===== src/rtl/sbs_nrzi_tx_pkg.sv =====
// Shared types and constants for the transmit bit stuffer / NRZI encoder.
package sbs_nrzi_tx_pkg;

  typedef enum logic {
    IDLE   = 1'b0,
    ACTIVE = 1'b1
  } state_t;

  localparam int unsigned STUFF_LEN_DEFAULT = 6;
  localparam logic        IDLE_LEVEL        = 1'b1;

endpackage


===== src/rtl/sbs_nrzi_tx_flex_counter.sv =====
// Generic up-counter with synchronous clear and programmable rollover value.
module sbs_nrzi_tx_flex_counter #(
  parameter int unsigned NUM_CNT_BITS = 4
) (
  input  logic                    clk,
  input  logic                    n_rst,
  input  logic                    clear,
  input  logic                    count_enable,
  input  logic [NUM_CNT_BITS-1:0] rollover_val,
  output logic [NUM_CNT_BITS-1:0] count_out,
  output logic                    rollover_flag
);

  logic [NUM_CNT_BITS-1:0] count_next;
  logic                    flag_next;

  always_comb begin
    count_next = count_out;
    if (clear) begin
      count_next = '0;
    end else if (count_enable) begin
      if (count_out == rollover_val) begin
        count_next = NUM_CNT_BITS'(1);
      end else begin
        count_next = count_out + NUM_CNT_BITS'(1);
      end
    end
    flag_next = (count_next == rollover_val);
  end

  always_ff @(posedge clk or negedge n_rst) begin
    if (!n_rst) begin
      count_out     <= '0;
      rollover_flag <= 1'b0;
    end else begin
      count_out     <= count_next;
      rollover_flag <= flag_next;
    end
  end

endmodule


===== src/rtl/sbs_nrzi_tx.sv =====
// Transmit bit stuffer and NRZI line encoder: inserts a 0 after STUFF_LEN
// consecutive 1s (stalling upstream for that strobe) and drives the line.
module sbs_nrzi_tx
  import sbs_nrzi_tx_pkg::*;
#(
  parameter int unsigned STUFF_LEN = STUFF_LEN_DEFAULT,
  parameter int unsigned CNT_W     = 3
) (
  input  logic       clk,
  input  logic       nrst,
  input  logic       shift_enable,
  input  logic       tx_active,
  input  logic       tx_bit,
  output logic       bit_req,
  output logic       d_encoded,
  output logic       stuff_pending,
  output logic [7:0] stuff_cnt
);

  localparam logic [CNT_W-1:0] STUFF_LIMIT = CNT_W'(STUFF_LEN);

  state_t             state_reg;
  logic [CNT_W-1:0]   ones;
  logic               ones_rollover_unused;
  logic               in_active;
  logic               at_limit;
  logic               stuff_emit;
  logic               go_idle;
  logic               ones_inc;
  logic               ones_clr;

  assign in_active  = (state_reg == ACTIVE);
  assign at_limit   = (ones == STUFF_LIMIT);

  // A pending stuff bit wins over data and over end-of-packet.
  assign stuff_emit    = shift_enable & in_active & at_limit;
  assign bit_req       = shift_enable & tx_active & ~(in_active & at_limit);
  assign go_idle       = shift_enable & in_active & ~at_limit & ~tx_active;
  assign stuff_pending = in_active & at_limit;

  assign ones_inc = bit_req & tx_bit;
  assign ones_clr = (bit_req & ~tx_bit) | stuff_emit | go_idle;

  sbs_nrzi_tx_flex_counter #(
    .NUM_CNT_BITS(CNT_W)
  ) u_ones_cnt (
    .clk          (clk),
    .n_rst        (nrst),
    .clear        (ones_clr),
    .count_enable (ones_inc),
    .rollover_val (STUFF_LIMIT),
    .count_out    (ones),
    .rollover_flag(ones_rollover_unused)
  );

  always_ff @(posedge clk or negedge nrst) begin
    if (!nrst) begin
      state_reg <= IDLE;
      d_encoded <= IDLE_LEVEL;
      stuff_cnt <= 8'd0;
    end else if (stuff_emit) begin
      d_encoded <= ~d_encoded;
      if (stuff_cnt != 8'hFF) begin
        stuff_cnt <= stuff_cnt + 8'd1;
      end
    end else if (bit_req) begin
      // In IDLE the line already sits at the idle level, so the first bit
      // is naturally encoded against 1.
      if (!in_active) begin
        state_reg <= ACTIVE;
        stuff_cnt <= 8'd0;
      end
      if (!tx_bit) begin
        d_encoded <= ~d_encoded;
      end
    end else if (go_idle) begin
      state_reg <= IDLE;
      d_encoded <= IDLE_LEVEL;
    end
  end

endmodule

===== config.mk =====
export PLATFORM = sky130hd
export DESIGN_NAME = sbs_nrzi_tx
export DESIGN_NICKNAME = d
export VERILOG_FILES = /design/src/rtl/sbs_nrzi_tx_pkg.sv /design/src/rtl/sbs_nrzi_tx_flex_counter.sv /design/src/rtl/sbs_nrzi_tx.sv
export SDC_FILE = /design/constraint.sdc
export NUM_CORES = 1
export LEC_CHECK = 0
export BUFFER_PORTS_ARGS = -buffer_cell sky130_fd_sc_hd__buf_4
export CAP_MARGIN = 20
export CORE_MARGIN = 2
export CORE_UTILIZATION = 33
export CTS_CLUSTER_DIAMETER = 40
export DETAILED_ROUTE_END_ITERATION = 8
export HOLD_SLACK_MARGIN = 0.02
export PLACE_DENSITY = 0.56
export SYNTH_ARGS = -nofsm -noshare
export SYNTH_HDL_FRONTEND = slang
export SYNTH_SLANG_ARGS = --single-unit

===== constraint.sdc =====
create_clock -name clk -period 2.03 [get_ports clk]
set_input_delay 0.1015 -clock clk [delete_from_list [all_inputs] [get_ports clk]]
set_output_delay 0.1015 -clock clk [all_outputs]
set_load 0.1 [all_outputs]

# Yosys cells after proc, flatten, opt, wreduce, memory -nomap -nowiden

Cells that the tools add are included.

$add $sub $neg: 2
Multipliers: 0
Divide/modulo/power cells: 0
Magnitude comparators: 0
Equality and inequality tests: 5
Shift operators: 0
Multiplexer cells: 13
Bitwise operators: 17
Reduce and logical (&&, ||, !) cells: 7

Operators with widths:

| operator                                                                 | count |
|---|---|
| 8-bit 2-to-1 mux                                                         | 4 |
| 1-bit AND                                                                | 9 |
| 3-bit 2-to-1 mux                                                         | 3 |
| 8-bit by 1-bit adder with 8-bit output (second input constant)           | 1 |
| 8-bit inequality test (second input constant)                            | 1 |
| 1-bit 2-to-1 mux                                                         | 6 |
| 1-bit inverter                                                           | 6 |
| 2-bit nonzero test                                                       | 3 |
| 2-bit by 1-bit inequality test with 1-bit output (second input constant) | 2 |
| 2-bit AND reduction                                                      | 2 |
| 3-bit by 1-bit adder with 3-bit output (second input constant)           | 1 |
| 3-bit == test (second input constant)                                    | 1 |
| 3-bit by 2-bit inequality test with 1-bit output (second input constant) | 1 |
| 3-bit AND reduction                                                      | 1 |
| 3-bit nonzero test                                                       | 1 |
| 1-bit OR                                                                 | 2 |

Bits in registers: 13
Latch bits: 0
Memory bits (writable): 0
Bits in read-only memories: 0
Word-level logic and storage cells: 48
Memories kept: 0

# Longest topological paths before layout

Depth in word-level cells: 8
Gate-level depth with buffers: 5
Gate-level depth less buffers: 5

# By module

Synthesis repeated with hierarchy kept, for this count alone.

Cell total of the unflattened synthesis: 114
Area total of the unflattened synthesis: 1023.5 um^2

By module, submodules not included:

| module                   | times used | cells each | area an instance (um^2) | seq. area each (um^2) |
|---|---|---|---|---|
| sbs_nrzi_tx              | 1          | 66         | 631.9                   | 251.5 |
| sbs_nrzi_tx_flex_counter | 1          | 48         | 391.6                   | 100.1 |

# Least setup slack after synthesis

No wires, ideal clock.

Kind: flip-flop to output port
Start point: register state_reg (netlist: in_active)
End point: output bit_req
Arrival time: 2115 ps
Required time: 1929 ps
Setup slack: -187 ps
Cell stages (with the launch flop): 4
Buffers on the path: 1
Path through: dfrtp_1 -> and4b_1 -> buf_6 -> nor2_1

Cells in the longest elaborated chain, start to end: 3

Ends and longest elaborated chain:

| what                     | RTL line          | RTL |
|---|---|---|
| start: declaration       | sbs_nrzi_tx.sv:22 | `state_t state_reg;` |
| start signal: assignment | sbs_nrzi_tx.sv:58 | `state_reg <= IDLE;` |
| start signal: assignment | sbs_nrzi_tx.sv:70 | `state_reg <= ACTIVE;` |
| start signal: assignment | sbs_nrzi_tx.sv:77 | `state_reg <= IDLE;` |
| 1-bit AND                | n/a               |  |
| via stuff_pending        | sbs_nrzi_tx.sv:16 | `output logic stuff_pending,` |
| 1-bit inverter           | sbs_nrzi_tx.sv:37 | `assign bit_req = shift_enable & tx_active & ~(in_active & at_limit);` |
| 1-bit AND                | sbs_nrzi_tx.sv:37 |  |
| end: declaration         | sbs_nrzi_tx.sv:14 | `output logic bit_req,` |

The timed path passes the listed nets, and every way through them passes these cells.

# Worst setup path after layout

Start point: register state_reg (netlist: in_active)
End point: output bit_req

Cells in the longest elaborated chain, start to end: 3

Ends and longest elaborated chain:

| what           | RTL line |
|---|---|
| 1-bit AND      | sbs_nrzi_tx.sv:37 |
| 1-bit inverter | sbs_nrzi_tx.sv:37 |
| 1-bit AND      | sbs_nrzi_tx.sv:37 |

No other way between the ends.

==> results.ini <==
[sta]
grt_setup_unrepaired=false
setup_tns_ns=0
slew-limit-headroom_pct=78.3
fin_crit_ns=1.60
fmax_mhz=626
drv_slew=0
tightest_slew_ns=0.322
finalSetupViolations=0
finClkSkew_ns=0.0106
hold_viol=0
period_share_pct=78.7

[routing]
vias_per_cell=5.26
via_count=679
drc_errors=0
drtAntennaViolNets=0
avgRoutedWirePerCell_microns=12.9
drt_iter0_drc=15
drt_pre_antenna_iters=4
wl_microns=1670

[power]
p_sw_uw=190
swShare_pct=32.6
power.leakage_uw=0.000397
ir_drop_mv=0.343
power.share.sequential_pct=51.0
p_per_area_nw_per_um2=614
p_clk_share_pct=27.3
combPwrFrac_pct=21.7
intPower_uw=392

[floorplan]
start_util_pct=34.7
die_h_microns=52.0
ios=16
die_x_microns=52.0
die_area_sq_um=2700
coreArea_sq_um=2190
num_rows=17

[critical_path]
critical_path_class=reg2out
rr_startpoint=in_active
crit_path_cell_trace=and4b_1, nor2_2, buf_4
slowest_delay_ns=0.45
endpoint=bit_req
reg2reg_depth=4
cp.depth=3
r2r_end=stuff_cnt[7]
cp_data_arrival_time_ns=1.50
start_kind=flip-flop
cp_slowest_cell=dfrtp_1
cp_top_family=simple AND/OR/NAND/NOR gates
path_buf_inv=1
crit_path_end_kind=output pin
startpoint=in_active
rrSetupSlack_ns=0.43
cp_max_fo=8
critical_path_required_ns=1.93

[synthesis]
yosys.cell_types.count=33
synth_area_sq_um=759
ys.flop_type=dfrtp_1
synth_seq_cells=13
syn_inst=82
async_flop_share_pct=100
ys_seq_area_share_pct=43.0
synth_fp_nets=88
synth_edf_count=0
yosys_warnings=0
syn_avg_cell_area_sq_um=9.26

[finish]
fin_cells=129
mostFrequentLayoutCell=buf_4
final_cell_mix=15 x buf_4, 9 x nand2_1, 7 x o21ai_0, 7 x nand3_1, 7 x dfrtp_1
fin_nets=108
nFillCells=214
num_antenna_cells=0
final_layout_size_suffix_gt1_share_pct=28.7
area_growth_pct=24.7

[cts]
clock-sinks=13
postCtsSetupRepairBufs=0
cts-root-buf=clkbuf_4
post_cts_resized=0
cts.clk_slew.worst_paths_ns=0.08
htree_levels=1
cts_tree=done
cts.path.max_buffers=2
clkLatencyLatePin_ns=0.28
cts_inserted_buffers=3

[placed_design]
dp_hpwl_microns=1250
routabilityCongestion=0.797
dp_cells=123
portBuffers=15

[global_route]
first_global_vias=642
grt_use_total_pct=14.6
overflow=0
grt_antenna_before_repair=0
grt_pass1_wl_microns=2850
grt_max_degree=14

[hold_path]
min_path_type=in2reg

[outcome]
outcome=finished clean

[job]
cap_viol_max_count=0

[flip-flops by register name, summed over array words and instances (netlist names)]
name                  count
d_encoded                 1
in_active                 1
stuff_cnt                 8
u_ones_cnt.count_out      3
[repair_timing]
item / in CTS / in global routing
hold buffers: 2 / 0
endpoints found under the hold margin: 14 / 0
endpoints found under the setup margin: 0 / 0
[per-layer routing]
layer,track usage (%),wire length (microns)
met1,18.5,772
met3,6.90,83
met4,4.82,13
met2,21.7,801
met5,0,0
[per-stage QoR]
stage | cell area [sq um] | hold slack [ns] | worst slack [ns] | total power (uW) | util (%)
2_1_floorplan | 768 | -0.194 | 0.0541 | 388 | -
3_3_place_gp | 901 | -0.0420 | 0.486 | 422 | 41.1
3_5_place_dp | 901 | -0.0418 | 0.446 | 425 | 41.1
4_1_cts | 947 | 0.152 | 0.419 | 592 | 43.2
5_1_grt | 947 | 0.150 | 0.266 | 623 | 43.2
6_report | 947 | 0.161 | 0.432 | 582 | 43.2
[worst min path at each step]
stage | startpoint | endpoint | slack [ns] | depth (start not counted)
floorplan | nrst | in_active | -0.19 | 0
global route | tx_bit | u_ones_cnt.count_out[1] | 0.15 | 2
global placement | nrst | stuff_cnt[6] | -0.04 | 1
finish | tx_bit | u_ones_cnt.count_out[1] | 0.16 | 2
CTS | tx_bit | u_ones_cnt.count_out[1] | 0.15 | 2
detailed placement | nrst | stuff_cnt[4] | -0.04 | 1
[area by class of cell]
| type | instances | area (sq um) | share of cell area (%) |
|---|---|---|---|
| Timing Repair Buffer | 17 | 133 | 14.0 |
| Sequential cell | 13 | 333 | 35.1 |
| Tap cell | 28 | 35.0 | 3.70 |
| Inverter | 4 | 15.0 | 1.59 |
| Clock buffer | 4 | 26.3 | 2.77 |
| Multi-Input combinational cell | 63 | 405 | 42.8 |
[power by group through the flow]
stage / Sequential (uW) / Combinational, uW / Clock [uW]
final: 297 / 126 / 159
after global routing: 301 / 137 / 186
after CTS: 296 / 127 / 168
after detailed placement: 302 / 124 / 0
after global placement: 300 / 123 / 0
after floorplan: 342 / 46.6 / 0
[cell usage after synthesis, types with 2 or more instances]
cell        n  share of area [%]
nor2_1      6                3.0
o22ai_1     2                1.6
a21oi_1     2                1.3
o211ai_1    2                2.0
nand3_1     7                4.6
dfrtp_1    12                 40
xnor2_1     3                3.5
inv_1       4                2.0
o21ai_0     7                4.6
nand4_1     3                2.5
nand2_1     9                4.4
o2bb2ai_1   4                4.6
[cells by family (layout without fill, tap and decap cells)]
group | Yosys count | count (layout) | synth area share, %
simple gates | 34 | 34 | 23.1
fa+ha+maj | 1 | 1 | 1.65
xor+xnor | 4 | 4 | 4.61
compound gates | 24 | 24 | 23.7
buf+inv | 6 | 25 | 3.95
flops | 13 | 13 | 43.0
(Power assumes the default switching activity.)
